File: src/rtl/stream_fifo_pkg.sv
// Shared sizing helpers and default geometry for the stream FIFO.
// Used by stream_fifo_rd and stream_fifo_mem (optional STREAM_FIFO_ERR_EN adds no types here).
package stream_fifo_pkg;

    localparam int unsigned DEF_WIDTH = 8;
    localparam int unsigned DEF_DEPTH = 16;

    // Pointer indexes DEPTH entries; DEPTH is a power of two so pointers wrap naturally.
    function automatic int unsigned ptr_width(input int unsigned depth);
        return (depth < 2) ? 1 : $clog2(depth);
    endfunction

    // Occupancy must represent 0..DEPTH inclusive.
    function automatic int unsigned cnt_width(input int unsigned depth);
        return $clog2(depth + 1);
    endfunction

    localparam int unsigned DEF_PTR_W = ptr_width(DEF_DEPTH);
    localparam int unsigned DEF_CNT_W = cnt_width(DEF_DEPTH);

endpackage

File: src/rtl/stream_fifo_mem.sv
// FIFO storage array: one synchronous write port, one asynchronous read port, no reset.
module stream_fifo_mem
    import stream_fifo_pkg::*;
#(
    parameter int unsigned WIDTH = DEF_WIDTH,
    parameter int unsigned DEPTH = DEF_DEPTH,
    localparam int unsigned AW = ptr_width(DEPTH)
) (
    input  logic             clk,
    input  logic             we,
    input  logic [AW-1:0]    waddr,
    input  logic [WIDTH-1:0] wdata,
    input  logic [AW-1:0]    raddr,
    output logic [WIDTH-1:0] rdata
);

    logic [WIDTH-1:0] mem [DEPTH];

    always_ff @(posedge clk) begin
        if (we) begin
            mem[waddr] <= wdata;
        end
    end

    assign rdata = mem[raddr];

endmodule

File: src/rtl/stream_fifo_rd.sv
// First-word fall-through stream FIFO with valid/ready on both sides and a global enable.
// Define STREAM_FIFO_ERR_EN to add sticky overflow/underflow flags (ovf, udf).
module stream_fifo_rd
    import stream_fifo_pkg::*;
#(
    parameter int unsigned WIDTH = DEF_WIDTH,
    parameter int unsigned DEPTH = DEF_DEPTH,
    localparam int unsigned PTR_W = ptr_width(DEPTH),
    localparam int unsigned CNT_W = cnt_width(DEPTH)
) (
    input  logic             clk,
    input  logic             rst,
    input  logic             en,
    input  logic             in_valid,
    input  logic [WIDTH-1:0] in_data,
    output logic             in_ready,
    output logic             out_valid,
    output logic [WIDTH-1:0] out_data,
    input  logic             out_ready,
    output logic [CNT_W-1:0] count
`ifdef STREAM_FIFO_ERR_EN
    ,
    output logic             ovf,
    output logic             udf
`endif
);

    logic [PTR_W-1:0] wr_ptr;
    logic [PTR_W-1:0] rd_ptr;
    logic             full;
    logic             empty;
    logic             push;
    logic             pop;

    // Readiness is purely a function of occupancy, so no out_ready -> in_ready path exists.
    assign full      = (count == CNT_W'(DEPTH));
    assign empty     = (count == '0);
    assign in_ready  = en && !full;
    assign out_valid = en && !empty;
    assign push      = in_valid && in_ready;
    assign pop       = out_valid && out_ready;

    always_ff @(posedge clk) begin
        if (rst) begin
            wr_ptr <= '0;
            rd_ptr <= '0;
            count  <= '0;
        end else begin
            if (push) begin
                wr_ptr <= wr_ptr + PTR_W'(1);
            end
            if (pop) begin
                rd_ptr <= rd_ptr + PTR_W'(1);
            end
            if (push && !pop) begin
                count <= count + CNT_W'(1);
            end else if (pop && !push) begin
                count <= count - CNT_W'(1);
            end
        end
    end

    stream_fifo_mem #(
        .WIDTH (WIDTH),
        .DEPTH (DEPTH)
    ) u_mem (
        .clk   (clk),
        .we    (push),
        .waddr (wr_ptr),
        .wdata (in_data),
        .raddr (rd_ptr),
        .rdata (out_data)
    );

`ifdef STREAM_FIFO_ERR_EN
    // Sticky misuse flags: an offer into a full FIFO, or a read attempt on an empty one.
    always_ff @(posedge clk) begin
        if (rst) begin
            ovf <= 1'b0;
            udf <= 1'b0;
        end else begin
            if (in_valid && en && full) begin
                ovf <= 1'b1;
            end
            if (out_ready && en && empty) begin
                udf <= 1'b1;
            end
        end
    end
`endif

endmodule

File: config.mk
export PLATFORM = sky130hd
export DESIGN_NAME = stream_fifo_rd
export DESIGN_NICKNAME = d
export VERILOG_FILES = /design/src/rtl/stream_fifo_pkg.sv /design/src/rtl/stream_fifo_mem.sv /design/src/rtl/stream_fifo_rd.sv
export SDC_FILE = /design/constraint.sdc
export NUM_CORES = 1
export LEC_CHECK = 0
export ABC_CLOCK_PERIOD_IN_PS = 3400
export BUFFER_PORTS_ARGS = -buffer_cell sky130_fd_sc_hd__buf_2
export CORE_UTILIZATION = 25
export CTS_CLUSTER_SIZE = 28
export DETAILED_ROUTE_END_ITERATION = 8
export MAX_ROUTING_LAYER = met4
export PLACE_DENSITY = 0.47
export SETUP_SLACK_MARGIN = 0.5
export SLEW_MARGIN = 20
export SYNTH_ARGS = -nofsm -noshare
export SYNTH_HDL_FRONTEND = slang
export SYNTH_SLANG_ARGS = --single-unit
File: constraint.sdc
create_clock -name clk -period 3.4 [get_ports clk]
set_clock_uncertainty 0.05 [all_clocks]
set_input_delay 0.17 -clock clk [delete_from_list [all_inputs] [get_ports clk]]
set_output_delay 0.17 -clock clk [all_outputs]
set_load 0.01 [all_outputs]
After elaboration in Yosys (flattened, before gate mapping)
Memories as Yosys holds them, arrays and structs flattened. A register that Yosys moved wholly into a read port is not among the register bits.
Index checks and enable logic that the tools add are counted.
Widths: inputs -> output; s select.
{"block": "totals", "regBits": 13, "mem_bits_rw": 128, "n_memories": 1, "inputBits": 13}
{"memory": "u_mem.mem", "depth": 16, "word_bits": 8, "rd": 1, "rd_clocked_by_memory_dff": 1, "write_ports": 1, "line": "stream_fifo_mem.sv:17", "text": "logic [WIDTH-1:0] mem [DEPTH];"}
{"block": "op_classes", "reduce_logical": 12, "muxes": 6, "n_addsub": 4, "eq_ne": 1}
{"operator": "$mux 5", "n": 2}
{"operator": "$add 4x1->4 const B", "n": 2}
{"operator": "$mux 4", "n": 2}
{"operator": "$logic_and 1x1->1", "n": 6}
{"operator": "$add 5x1->5 const B", "n": 1}
{"operator": "$eq 5x5->1 const B", "n": 1}
{"operator": "$logic_not 5->1", "n": 1}
{"operator": "$sub 5x1->5 const B", "n": 1}
{"operator": "$logic_not 1->1", "n": 4}
{"operator": "$mux 1", "n": 2}
{"operator": "$reduce_bool 2->1", "n": 1}

Logic depth before layout (Yosys ltp)
{"block": "logic_depth", "ltp_word": 8, "depth_mapped": 9}

Modules after synthesis
From an unflattened synthesis, not the netlist that was laid out.
{"block": "hier_totals", "hier_cells": 298, "area_unflattened_um2": 5726.7}
{"module": "stream_fifo_mem", "area_each_um2": 4987.3, "cells_each": 221, "seq_area_each_um2": 3843.7, "instances": 1}
{"module": "stream_fifo_rd", "area_each_um2": 739.5, "cells_each": 77, "seq_area_each_um2": 260.2, "instances": 1}

Worst setup path after synthesis
Ideal clock, no wire load.
{"block": "synth_timing", "path_type": "register to register", "startpoint": "register count[0]", "endpoint": "register count[4]", "setup_time_ns": 0.121, "slack_ns": 0.649, "t_arrival_ns": 2.580, "path_buffers": 0, "period_less_slack_ns": 2.751, "stages_incl_launch_ff": 10, "path_cell_list": "dfxtp_1 or4_4 o211a_4 ha_1 inv_1 ha_1 a21oi_1 a211oi_1 a31oi_1 mux2_2"}
{"block": "synth_between", "elab_chain_cells": 7, "elab_cells_between_ends": 17, "classes_between": "add/sub: 2; eq/ne: 1; mux: 2; reduce/logical: 12"}
{"element": "start: declaration", "line": "stream_fifo_rd.sv:20", "text": "output logic [CNT_W-1:0] count"}
{"element": "start signal: assignment", "line": "stream_fifo_rd.sv:56", "text": "count <= count + CNT_W'(1);"}
{"element": "start signal: assignment", "line": "stream_fifo_rd.sv:58", "text": "count <= count - CNT_W'(1);"}
{"element": "$eq 5x5->1 (*)", "line": "stream_fifo_rd.sv:36", "text": "assign full = (count == CNT_W'(DEPTH));"}
{"element": "$logic_not 1->1 (*)", "line": "stream_fifo_rd.sv:38", "text": "assign in_ready = en && !full;"}
{"element": "$logic_and 1x1->1 (*)", "line": "stream_fifo_rd.sv:38"}
{"element": "$logic_and 1x1->1 (*)", "line": "stream_fifo_rd.sv:40", "text": "assign push = in_valid && in_ready;"}
{"element": "named net push", "line": "stream_fifo_rd.sv:32", "text": "logic push;"}
{"element": "$logic_not 1->1", "line": "stream_fifo_rd.sv:57", "text": "end else if (pop && !push) begin"}
{"element": "$logic_and 1x1->1", "line": "stream_fifo_rd.sv:57"}
{"element": "$reduce_bool 2->1 (no line)"}
The timed path passes the listed nets; every way through them passes the cells marked *. The select of a mux whose other input is x is not followed.
A chain may end at the register's enable or synchronous reset.

Worst setup path in the final report
{"block": "layout_timing", "startpoint": "register count[3]", "endpoint": "register count[3]"}
Same word-level chain as after synthesis.

==> impl_metrics.toml <==
[global_routing]
grt_pass1_vias = 3044
grt_max_degree = 33
grt_pass1_wl_um = 18100
grt_overflow = 0
grt_usage_pct = 11.1
antenna_found_initial = 0

[drt]
ant_nets = 0
firstDrtPassIters = 4
first_iter_violations = 218
drc = 0
wirelength_um = 11800
routed_via_density = 4.41
met3_length_um = 498
wl_met1_um = 5430
met2WireLength_um = 5750
topRoutingLayerUsed = "met4"
vias = 2879
wl_per_cell_um = 18.1

[finish]
fill_cells = 2196
syn_to_final_growth_pct = 20.6
final_cell_area_sq_um = 6940
antenna_cells = 0
multi_input_area_sq_um = 1510
layout.nets = 379
drive_above_1_share_pct = 30.4
area.sequential_sq_um = 4190
final_cells = 653

[clock_tree]
cts.sinks = 145
root_buffer = "clkbuf_16"
cts_buffers = 17
hold_buffers = 0
cts_buffer_depth = 2
clkTransAtPathRegs_ps = 60
htree_levels = 4
clock_latency_ps = 420
cts_tree = "built"

[sta]
fmax_ghz = 0.360
layout_setup_ws_ps = 621
fin_crit_sh_pct = 81.7
min_period_ps = 2780
report.final.slew_viol_count = 0
setup_violations = 0
finalHoldViolCount = 0
rsz0062_at_grt = "false"
setup-tns-final_ps = 0
worst_slew_pin_slew_ps = 956
maxSlewHeadroom_pct = 36.0

[yosys]
synth_compound_area_share_pct = 4.55
synth_area_sq_um = 5750
synth_top_area_cell = "edfxtp_1"
ys_seq_area_share_pct = 72.7
synth_area_leaders = "edfxtp_1 67%, mux4_2 13%, dfxtp_1 5.9%"
synth_edf_count = 128
synthAdderAreaFrac_pct = 2.31
synth.distinct_cells = 37
synthArstFlopShare_pct = 0
synthCells = 308
synth-xor-area-share_pct = 1.07
synth_fp_nets = 331
avgSynthCellArea_sq_um = 18.7
synthFlopType = "edfxtp_1"
ys_seq_elements = 145
synth_top_area_share_pct = 66.8
yosys.area_share.simple_pct = 4.74
synth_top_family_by_area = "multiplexers"
synthMuxAreaShare_pct = 13.2
ys_warn_count = 0

[power]
vdd_drop_max_mv = 0.351
p_per_area_nw_per_um2 = 685
p_total_mw = 4.75
p_leak_nw = 2.28

[setup_path]
required_ps = 3650
cp_top_family = "simple AND/OR/NAND/NOR gates"
path_class = "reg -> reg"
crit_chain = "or4_4, o211a_4, ha_4, inv_2, ha_1, a21o_2, a21oi_1, nor4_1, or3_1"
startpoint = "count[3]"
end_kind = "flop"
critPathArrivalTime_ps = 3030
path_max_fanout = 5
reg2reg_from = "count[3]"
slowest_stage = "or4_4"
crit_path_start_kind = "flop"
path_buf_inv = 1
cpPeakStageDelay_ps = 600

[run]
drv_cap = 0

[status]
outcome = "finished clean"

[placed_design]
dpl.cell_count = 620
pre_cts_ws_ps = 518
gp_congestion = 0.710
dpl_cell_area_sq_um = 6310
portBuffers = 27
dp_hpwl_um = 7560

[worst_hold_path]
hold_class = "in -> reg"
holdCritStartpoint = "rst"

[floorplanning]
num_rows = 55
boundaryPins = 28
die_area_sq_um = 23600
core_sq_um = 22600
start_util_pct = 25.5
die_w_um = 154
die_y_um = 154
## state kept, by name, summed over array words and instances (netlist names), named ones only
name	flops
wr_ptr	4
count	5
u_mem.mem	128
rd_ptr	4
## final timing paths
path,endpoint,slack (ps),cells after the start
min,count[2],60,2
min reg2reg,wr_ptr[1],520,2
max reg2reg,count[3],620,9
max,count[3],620,9
## cell usage after synthesis (all sizes together), types with 3 or more instances
library cell	n
nand2	11
edfxtp	128
a21oi	3
nor3	5
nor2	29
xor2	5
mux4	32
buf	9
mux2i	3
o2111ai	3
inv	4
clkbuf	6
nand3	4
dfxtp	17
ha	9
a22oi	16
## cell usage in the layout (no fill, tap or decap), types with 5 or more instances in the layout
cell       instances
a22oi_1           16
xor2_1             5
edfxtp_1         128
clkbuf_16         17
nor3_1             5
mux4_2            32
nor2_1            29
ha_1               8
nand2_1           11
buf_4             16
buf_2             27
dfxtp_1           16
## kinds of logic after synthesis
kind of cell             after synthesis
AND/OR/NAND/NOR                       60
buffers and inverters                 19
multiplexers                          36
flip-flops                           145
XOR/XNOR                               7
AO/OA/AOI/OAI                         31
adder cells (fa/ha/maj)               10
## through the flow
step                util, %  hold slack (ps)
floorplan                 -              219
global placement       27.9              494
finish                 30.7             64.2
CTS                    30.6             56.1
detailed placement     27.9              499
global route           30.7             72.2
## worst reg2reg max path, stage by stage, from the launching register on
cell     delay (ps)
dfxtp_1         340
or4_4           600
o211a_4         290
ha_4            170
inv_2            90
ha_1            250
a21o_2          210
a21oi_1         200
nor4_1           70
or3_1           380
## area by class of cell
cell class | instances | area share, %
Clock buffer | 20 | 6.29
Clock inverter | 11 | 2.36
Timing Repair Buffer | 44 | 3.97
Tap cell | 285 | 5.14
Inverter | 4 | 0.216
Multi-Input combinational cell | 144 | 21.7
Sequential cell | 145 | 60.3
## report_power, final
group | switching, mW | internal (mW) | leakage (nW)
clock network | 0.680 | 1.22 | 0.293
logic | 0.390 | 0.396 | 0.700
registers | 0.0760 | 1.99 | 1.29
total | 1.15 | 3.61 | 2.28
## per-layer routing
layer  global-route usage (%)  vias to the layer above
met5                        -                        -
met4                     4.00                        0
met3                     3.78                       14
met2                     16.9                       52
met1                     13.5                     1481
li1                         -                     1332
## what timing repair did
item | in CTS | in global routing
setup buffers | 0 | 2
endpoints found under the setup margin | 1 | 2
cloned | 0 | 0
resized for setup | 1 | 3
pin swaps | 0 | 2
Note: power is estimated with default switching activity, not from simulation.
